### config.mk
export PLATFORM = sky130hd
export DESIGN_NAME = ftoi_arbiter
export DESIGN_NICKNAME = d
export VERILOG_FILES = /design/src/rtl/ftoi_arb_pkg.sv /design/src/rtl/ftoi.sv /design/src/rtl/ftoi_arbiter_rr_arbiter.sv /design/src/rtl/ftoi_arbiter.sv
export SDC_FILE = /design/constraint.sdc
export NUM_CORES = 1
export LEC_CHECK = 0
export ABC_AREA = 0
export CORE_MARGIN = 2
export CORE_UTILIZATION = 50
export CTS_BUF_LIST = sky130_fd_sc_hd__clkbuf_8
export CTS_CLUSTER_SIZE = 40
export DETAILED_ROUTE_END_ITERATION = 16
export HOLD_SLACK_MARGIN = 0.08
export PLACE_DENSITY = 0.69
export SLEW_MARGIN = 20
export SYNTH_ARGS = -nofsm -noshare
export SYNTH_HDL_FRONTEND = slang
export SYNTH_HIERARCHICAL = 1
export SYNTH_SLANG_ARGS = --single-unit
### constraint.sdc
create_clock -name clk -period 30.2 [get_ports clk]
set_clock_uncertainty 0.15 [all_clocks]
set_input_delay 6.04 -clock clk [delete_from_list [all_inputs] [get_ports clk]]
set_output_delay 6.04 -clock clk [all_outputs]
set_load 0.1 [all_outputs]
### src/rtl/ftoi_arb_pkg.sv
// Shared constants, float32 layout and the out-of-range test for the ftoi arbiter.
// The resp_ovf flag is built only when FTOI_ARB_OVF_EN is defined.
package ftoi_arb_pkg;

  localparam int FLOAT_W  = 32;
  localparam int INT_W    = 32;
  localparam int EXP_BIAS = 127;
  localparam int MAN_W    = 23;

  localparam logic [7:0]         EXP_OVF          = 8'd158;
  localparam logic [7:0]         EXP_INT          = 8'(EXP_BIAS + MAN_W);
  localparam logic [FLOAT_W-1:0] INT_MIN_AS_FLOAT = 32'hCF000000;

  typedef struct packed {
    logic       sign;
    logic [7:0] exp;
    logic [22:0] man;
  } float32_t;

  // -2^31 is the only operand with exp >= 158 that still fits in int32.
  function automatic logic float_ovf(input logic [FLOAT_W-1:0] f);
    float32_t v;
    v = f;
    return (v.exp == 8'hFF) || ((v.exp >= EXP_OVF) && (f != INT_MIN_AS_FLOAT));
  endfunction

endpackage

### src/rtl/ftoi.sv
// Combinational float32 -> int32, round half away from zero.
// Zero/denormal inputs give 0; out-of-range inputs wrap to the low 32 bits of the magnitude.
module ftoi
  import ftoi_arb_pkg::*;
(
  input  logic [FLOAT_W-1:0] f,
  output logic [INT_W-1:0]   i
);

  float32_t    fv;
  logic [63:0] mant;
  logic [63:0] mag;
  logic [7:0]  sh;

  always_comb begin
    fv   = f;
    mant = {40'd0, 1'b1, fv.man};
    sh   = 8'd0;
    mag  = '0;
    if (fv.exp == 8'd0) begin
      mag = '0;
    end else if (fv.exp >= EXP_INT) begin
      mag = mant << (fv.exp - EXP_INT);
    end else begin
      // Adding half an LSB of the result before truncating rounds ties up in magnitude.
      sh  = EXP_INT - fv.exp;
      mag = (mant + (64'd1 << (sh - 8'd1))) >> sh;
    end
    i = fv.sign ? (~mag[INT_W-1:0] + 32'd1) : mag[INT_W-1:0];
  end

endmodule

### src/rtl/ftoi_arbiter_rr_arbiter.sv
// Round-robin arbiter: grants the first eligible index after the pointer, modulo NREQ.
// The pointer follows the last grant; reset puts it at NREQ-1 so index 0 wins first.
module rr_arbiter #(
  parameter int NREQ = 2,
  parameter int IW   = (NREQ > 1) ? $clog2(NREQ) : 1
) (
  input  logic            clk,
  input  logic            rstn,
  input  logic [NREQ-1:0] eligible,
  output logic [NREQ-1:0] grant,
  output logic [IW-1:0]   grant_idx,
  output logic            grant_vld
);

  logic [IW-1:0] ptr;
  int            k;

  always_comb begin
    grant_vld = 1'b0;
    grant_idx = '0;
    k         = 0;
    for (int j = 1; j <= NREQ; j++) begin
      k = (int'(ptr) + j) % NREQ;
      if (!grant_vld && eligible[IW'(k)]) begin
        grant_vld = 1'b1;
        grant_idx = IW'(k);
      end
    end
    grant = grant_vld ? (NREQ'(1) << grant_idx) : '0;
  end

  always_ff @(posedge clk) begin
    if (!rstn)          ptr <= IW'(NREQ - 1);
    else if (grant_vld) ptr <= grant_idx;
  end

endmodule

### src/rtl/ftoi_arbiter.sv
// Shares one ftoi converter among NREQ requesters with round-robin grant and a
// 1-entry result buffer per requester. Define FTOI_ARB_OVF_EN to add resp_ovf.
module ftoi_arbiter
  import ftoi_arb_pkg::*;
#(
  parameter int NREQ = 2
) (
  input  logic                    clk,
  input  logic                    rstn,
  input  logic [NREQ-1:0]         req_valid,
  output logic [NREQ-1:0]         req_ready,
  input  logic [NREQ*FLOAT_W-1:0] req_data,
  output logic [NREQ-1:0]         resp_valid,
  input  logic [NREQ-1:0]         resp_ready,
  output logic [NREQ*INT_W-1:0]   resp_data
`ifdef FTOI_ARB_OVF_EN
  ,
  output logic [NREQ-1:0]         resp_ovf
`endif
);

  localparam int IW = (NREQ > 1) ? $clog2(NREQ) : 1;

  logic [NREQ-1:0][FLOAT_W-1:0] req_vec;
  logic [NREQ-1:0][INT_W-1:0]   data_q;
  logic [NREQ-1:0]              valid_q;
  logic [NREQ-1:0]              eligible;
  logic [NREQ-1:0]              grant;
  logic [IW-1:0]                grant_idx;
  logic                         grant_vld;
  logic [FLOAT_W-1:0]           operand;
  logic [INT_W-1:0]             conv;

  assign req_vec = req_data;

  // A full buffer being drained this cycle can accept a new result.
  assign eligible = req_valid & (~valid_q | resp_ready) & {NREQ{rstn}};

  rr_arbiter #(.NREQ(NREQ), .IW(IW)) u_arb (
    .clk       (clk),
    .rstn      (rstn),
    .eligible  (eligible),
    .grant     (grant),
    .grant_idx (grant_idx),
    .grant_vld (grant_vld)
  );

  assign req_ready = grant;
  assign operand   = grant_vld ? req_vec[grant_idx] : '0;

  ftoi u_ftoi (
    .f (operand),
    .i (conv)
  );

  always_ff @(posedge clk) begin
    if (!rstn) begin
      valid_q <= '0;
      data_q  <= '0;
    end else begin
      for (int l = 0; l < NREQ; l++) begin
        if (grant[l]) begin
          valid_q[l] <= 1'b1;
          data_q[l]  <= conv;
        end else if (resp_ready[l]) begin
          valid_q[l] <= 1'b0;
        end
      end
    end
  end

  assign resp_valid = valid_q;
  assign resp_data  = data_q;

`ifdef FTOI_ARB_OVF_EN
  logic            ovf_now;
  logic [NREQ-1:0] ovf_q;

  assign ovf_now = float_ovf(operand);

  always_ff @(posedge clk) begin
    if (!rstn) begin
      ovf_q <= '0;
    end else begin
      for (int l = 0; l < NREQ; l++)
        if (grant[l]) ovf_q[l] <= ovf_now;
    end
  end

  assign resp_ovf = ovf_q;
`endif

endmodule

==> metrics.md, run 1 <==
| Metric | Value |
|---|---|
| Skew-Pair Late Insertion Delay | 0.34 ns |
| Post-synthesis cell count | 1492 |
| Cts hold-fix bufs | 0 |
| RSZ-0062 raised after global routing | no |
| Max FO, Critical Path | between 60 and 70 |
| Initial antenna violation count | 0 |
| Layout area overhead | 13.6% |
| Worst min path class | reg -> reg |
| Placed insts | approximately 1800 |
| Worst-path clk slew | 0.07 ns |
| Hold Fails Final Rpt | 0 |
| Fin util | about 58% |
| Die H | 153 µm |
| Critical Path Most Common Cell | buf_4 |
| Clock tree buffer depth | 2 |
| Core area | approximately 0.022 mm² |
| Slew margin rel. | 33.1% |
| DR WL met3 | 3880 µm |
| Post-Syn Area | 0.0111 mm² |
| DR WL/cell | 22.1 µm |
| PostCTS Resize Cnt | 0 |
| Final WS setup | 12.82 ns |
| Routed wl met2 | between 15000 and 20000 µm |
| Postcts setup bufs | 0 |
| LEAKAGE | roughly 4.4 nW |
| Input/output buffers | 136 |
| Fillers | about 2100 |
| Multi-input gate area | 0.00905 mm² |
| Root Buffer | clkbuf_8 |
| DRC violations left | 0 |
| Outcome | completed |
| Least-Margin Pin Slew | ~1 ns |
| Antenna viol nets, final | 0 |
| Ant diodes | 0 |
| Fin. max-slew vios | 0 |
| Largest net degree at the start of global routing | 69 |
| IO Pins | 138 |
| Via/cell ratio | about 6.7 |
| First DRT Iteration DRCs | 1330 |
| Met1 WL | 17500 µm |
| 1st-pass router iterations | 6 |
| First-pass GRT wire length | 63100 µm |
| Worst path max stage delay | 0.70 ns |
| CTS buffer count | 9 |
| PD cells | around 26 mW/mm² |
| Final WL | 40600 µm |
| Max cap viols | 0 |
| Worst EP arrival | 17.47 ns |
| # H-tree levels | 3 |
| Clk sink count | 67 |
| Share of cells above drive strength 1 | roughly 9.8% |
| Synthesized area per cell | 7.45 µm² |
| Vias in the first global route | 11154 |
| Placer Congestion | approximately 1.0 |
| Period minus WS final | 17.38 ns |
| Rows | 54 |
| Die Area | 0.0234 mm² |
| Slowest CP cell | nand4b_1 |
| Yosys Warn Count | 6 |
| Final setup TNS | 0 ns |
| Post-Layout Cell Count | 1836 |
| Startpoint types | input port |
| Top layer in use | met4 |
| DIE WIDTH | 153 µm |
| Final #Nets | approximately 1700 |
| Setup CP Type | in -> reg |
| Highest clock rate | approximately 58 MHz |
| HPWL Detailed | 31100 µm |
| CTS tree | done |
| Syn_nets | between 1500 and 2000 |
| CP endpoint kind | flop |
| Starting Density | about half |
| Vias | 12220 |
| Global route total overflow | 0 |
| DP Worst Slack | between 10 and 15 ns |
| Gr usage total | 33.2% |
| Register area | about 0.0013 mm² |
| Worst Path Required | 30.29 ns |
| Setup violations, final | 0 |
| Worst-case vdd ir drop | roughly 0.022 mV |
| Period utilization | 57.5% |
==> state kept, by name, summed over array words and instances, names as in the netlist <==
| name | flops |
|---|---|
| resp_data | 64 |
| resp_valid | 2 |
| u_arb/ptr | 1 |
==> per-layer routing <==
layer | vias to the layer above | global-route usage (%)
met5 | - | 0
met4 | 0 | 11.1
met3 | 104 | 7.09
met2 | 658 | 51.4
met1 | 5737 | 45.7
li1 | 5721 | -
==> area by class of cell <==
| type | instances | share of cell area [%] |
|---|---|---|
| timing repair buffer | 164 | 12.4 |
| sequential | 67 | 10.6 |
| clock buffer | 10 | 1.09 |
| inverter | 25 | 0.743 |
| clock inverter | 5 | 0.624 |
| multi-input combinational | 1285 | 71.7 |
| tap | 280 | 2.78 |
==> cell usage in the layout, fill, tap and decap left out, types with 8 or more instances in the layout <==
| cell type | n |
|---|---|
| nand4_1 | 19 |
| xor2_1 | 19 |
| a31oi_1 | 22 |
| clkbuf_8 | 10 |
| o21a_1 | 10 |
| or3_1 | 13 |
| clkdlybuf4s50_1 | 136 |
| and3_1 | 15 |
| a211o_1 | 12 |
| inv_1 | 25 |
| buf_4 | 28 |
| mux2i_1 | 129 |
| nor2b_1 | 106 |
| o31ai_1 | 11 |
| o22ai_1 | 22 |
| nand2_1 | 132 |
| o211ai_1 | 22 |
| nand2b_1 | 18 |
| nor2_1 | 115 |
| a21oi_1 | 71 |
| o211a_1 | 8 |
| or2_2 | 10 |
| o2111ai_1 | 8 |
| o31a_1 | 9 |
| a211oi_1 | 17 |
| o21ai_0 | 71 |
| nor3_1 | 70 |
| nand3_1 | 33 |
| dfxtp_1 | 67 |
| and2_1 | 11 |
| xnor2_1 | 34 |
| o21ai_1 | 12 |
| ha_1 | 30 |
| a21o_1 | 16 |
| nor4_1 | 14 |
| mux2_2 | 18 |
==> final timing paths <==
kind / start / to / slack, ns / cells after the start
hold / removal: resp_valid[1] / resp_valid[1] / 0.34 / 2
setup / recovery: rstn / resp_data[29] / 12.82 / 36
setup reg to reg: resp_valid[0] / resp_data[29] / 19.11 / 35
hold reg to reg: resp_valid[1] / resp_valid[1] / 0.34 / 2
==> through the flow <==
step | hold WS (ns) | power (mW) | area [µm²]
2_1_floorplan | 0.363 | 0.207 | 11100
3_3_place_gp | 0.317 | 0.245 | 12400
3_5_place_dp | 0.331 | 0.246 | 12400
4_1_cts | 0.345 | 0.330 | 12600
5_1_grt | 0.378 | 0.348 | 12600
6_report | 0.341 | 0.332 | 12600
==> critical path, delay by kind of cell <==
kind                       cells  cell delay (ns)
AOI/OAI and AO/OA              7             2.35
adders and majority gates      2             0.81
buffers and inverters          8             2.94
muxes                          2             0.34
and+or+nand+nor               17             4.92
==> where the power goes <==
group | switching [mW] | internal [mW] | leakage [nW] | total (mW)
clock | 0.0347 | 0.0480 | 0.106 | 0.0827
combinational | 0.105 | 0.0536 | 3.72 | 0.158
sequential | 0.000969 | 0.0900 | 0.541 | 0.0909
total | 0.140 | 0.192 | 4.37 | 0.332
(Power assumes the default switching activity.)
==> run 2, diff against run 1 <==
- PLACE_DENSITY: 0.69 -> 0.72
- clock period: 30.2 -> 14.71 ns (I/O delays scaled with it)
==> run 2 against run 1 <==
Net effect: power is 100% higher; register-to-register slack worse by 15 ns; cell area hardly changed; routed wire length is 1.2% higher; worst setup slack worse by 11 ns; utilization hardly changed; clock power is 97% higher; via count is 0.47% higher; critical endpoint is now resp_data[61].
==> metrics.md, run 2 (same netlist as run 1, synthesis figures left out) <==
| Metric | Value |
|---|---|
| Outcome | completed |
| Antenna viol nets, final | 0 (unchanged) |
| Post-Layout Cell Count | 1837 (+0.054%) |
| Fillers | 2146 (+3.6%) |
| PostCTS Resize Cnt | 0 (unchanged) |
| Root Buffer | clkbuf_8 |
| Setup CP Type | in -> reg |
| Max reg flops | 64 (unchanged) |
| Worst-path clk slew | 0.07 ns (about the same) |
| WHS Endpoint | resp_valid[1] |
| Hold path start | resp_valid[1] |
| Starting Density | 50.9% (unchanged) |
| RSZ-0062 raised after global routing | no |
| Placed insts | 1821 (unchanged) |
| R2R depth | 32 (-8.6%) |
| Worst EP arrival | 13.32 ns (-4.15 ns) |
| RR Endpoint | resp_data[61] |
| Hold Fails Final Rpt | 0 (unchanged) |
| Largest net degree at the start of global routing | 68 (-1.4%) |
| LEAKAGE | 4.37 nW (about the same) |
| Core area | 0.0218 mm² (unchanged) |
| Vias in the first global route | 11377 (+2.0%) |
| IO Pins | 138 (unchanged) |
| Final #Nets | 1653 (unchanged) |
| CP endpoint kind | flop |
| Placer Congestion | 1.01 (-1.3%) |
| Setup violations, final | 0 (unchanged) |
| Clock tree buffer depth | 2 (unchanged) |
| Worst path max stage delay | 0.77 ns (+0.07 ns) |
| CTS buffer count | 9 (unchanged) |
| Skew-Pair Late Insertion Delay | 0.34 ns (about the same) |
| R2r setup slk | 4.24 ns (-14.87 ns) |
| Fin. max-slew vios | 0 (unchanged) |
| Rows | 54 (unchanged) |
| Worst Path Required | 14.80 ns (-15.49 ns) |
| Max cap viols | 0 (unchanged) |
| Ant diodes | 0 (unchanged) |
| # H-tree levels | 3 (unchanged) |
| Least-Margin Pin Slew | 1.10 ns (+0.106 ns) |
| Reg2reg start | resp_valid[0] |
| Slowest CP cell | xnor2_1 |
| First-pass GRT wire length | 64700 µm (+2.5%) |
| Critical Path Most Common Cell | buf_4 |
| Hold path cells | 2 (unchanged) |
| Worst-case vdd ir drop | 0.0569 mV (+160%) |
| PD cells | 53.7 mW/mm² (+100%) |
| Final setup TNS | 0 ns (unchanged) |
| Crit path max-delay family | simple AND/OR/NAND/NOR gates |
| Die Area | 0.0234 mm² (unchanged) |
| Cts hold-fix bufs | 0 (unchanged) |
| Clk sink count | 67 (unchanged) |
| Period minus WS final | ~13 ns |
| Leading cell types in the layout, fill and taps excluded | clkdlybuf4s50_1, nand2_1, mux2i_1, nor2_1, nor2b_1 |
| Input/output buffers | 136 (unchanged) |
| Via/cell ratio | 6.68 (+0.42%) |
| Highest clock rate | 75.5 MHz |
| HPWL Detailed | 31700 µm (+1.9%) |
| Startpoint types | input port |
| CTS tree | done |
| Postcts setup bufs | 0 (unchanged) |
| Final WL | 41200 µm (+1.2%) |
| Global route total overflow | 0 (unchanged) |
| First DRT Iteration DRCs | 1298 (-2.4%) |
| Initial antenna violation count | 0 (unchanged) |
| Share of cells above drive strength 1 | 9.89% (+0.12 points) |
| DRC violations left | 0 (unchanged) |
| Final WS setup | 1.47 ns (-11.35 ns) |
| Die H | 153 µm (unchanged) |
| Gr usage total | 34.1% (+0.92 points) |
| Vias | 12278 (+0.47%) |
| DR WL/cell | 22.4 µm (+1.2%) |
| Worst min path class | reg -> reg |
| DIE WIDTH | 153 µm (unchanged) |
| Most common cell after layout, fill and taps aside | clkdlybuf4s50_1 |
| Layout area overhead | 13.6% (about the same) |
| Period utilization | roughly nine tenths |
| Slew margin rel. | 26.0% (-7.1 points) |
| Sum of buffers and inverters on the critical path | 4 (-4) |
| 1st-pass router iterations | 7 (+1) |
| DP Worst Slack | 1.45 ns (-11.35 ns) |
| Max FO, Critical Path | 39 (-43%) |
[run 2: changes by cell type in the layout (fill, tap and decap cells not counted), sizes merged]
cell,before,now
clkinv,0,2
bufinv,2,1
clkbuf,10,11
clkinvlp,2,1
[run 2: per-stage QoR]
| stage | area (µm²) | total power, mW | util (%) | hold WS (ns) |
|---|---|---|---|---|
| floorplan | 11100 | 0.425 | - | 0.363 |
| detailed placement | 12400 | 0.508 | 56.9 | 0.335 |
| finish | 12600 | 0.678 | 57.8 | 0.342 |
| CTS | 12600 | 0.674 | 57.8 | 0.345 |
| global route | 12600 | 0.711 | 57.8 | 0.387 |
| global placement | 12400 | 0.505 | 56.9 | 0.320 |
[run 2: layout make-up]
class / instances / area, µm² / share of cell area [%]
clock buffers: 11 / 151 / 1.20
clock inverters: 5 / 60.1 / 0.476
inverters: 25 / 93.8 / 0.744
well taps: 280 / 350 / 2.78
flip-flops and latches: 67 / 1340 / 10.6
repair buffers: 164 / 1570 / 12.5
multi-input cells: 1285 / 9050 / 71.7
[run 2: worst max path at each step]
stage | from | end | slack, ns | cells past startpoint
finish | resp_ready[0] | resp_data[61] | 1.47 | 33
global placement | resp_ready[0] | resp_data[61] | 1.58 | 33
global route | resp_ready[0] | resp_data[61] | 0.99 | 31
floorplan | rstn | resp_data[24] | 3.78 | 37
detailed placement | resp_ready[0] | resp_data[61] | 1.45 | 33
CTS | resp_ready[0] | resp_data[61] | 1.77 | 33
[run 2: worst reg2reg max path: cells and delay by family, from the launching register on]
family | cells | cell delay (ns)
adders and majority gates | 1 | 0.46
DFF | 1 | 0.32
AOI/OAI and AO/OA | 8 | 2.60
muxes | 2 | 0.39
buffers and inverters | 3 | 1.24
and+or+nand+nor | 17 | 4.43
xor gates and xnor gates | 1 | 0.77
[run 2: per-layer routing]
metal	GRT usage, %	up-vias	share of wire (%)
met4	13.2	0	4.0
met5	0	-	0
met1	47.7	5776	43
met2	51.8	663	43
li1	-	5729	-
met3	6.49	110	9.4
[run 2: where the power goes]
group	switching [mW]	internal (mW)	total [mW]
clock	0.0750	0.0882	0.163
sequential	0.00193	0.185	0.187
combinational	0.217	0.110	0.328
total	0.294	0.383	0.678
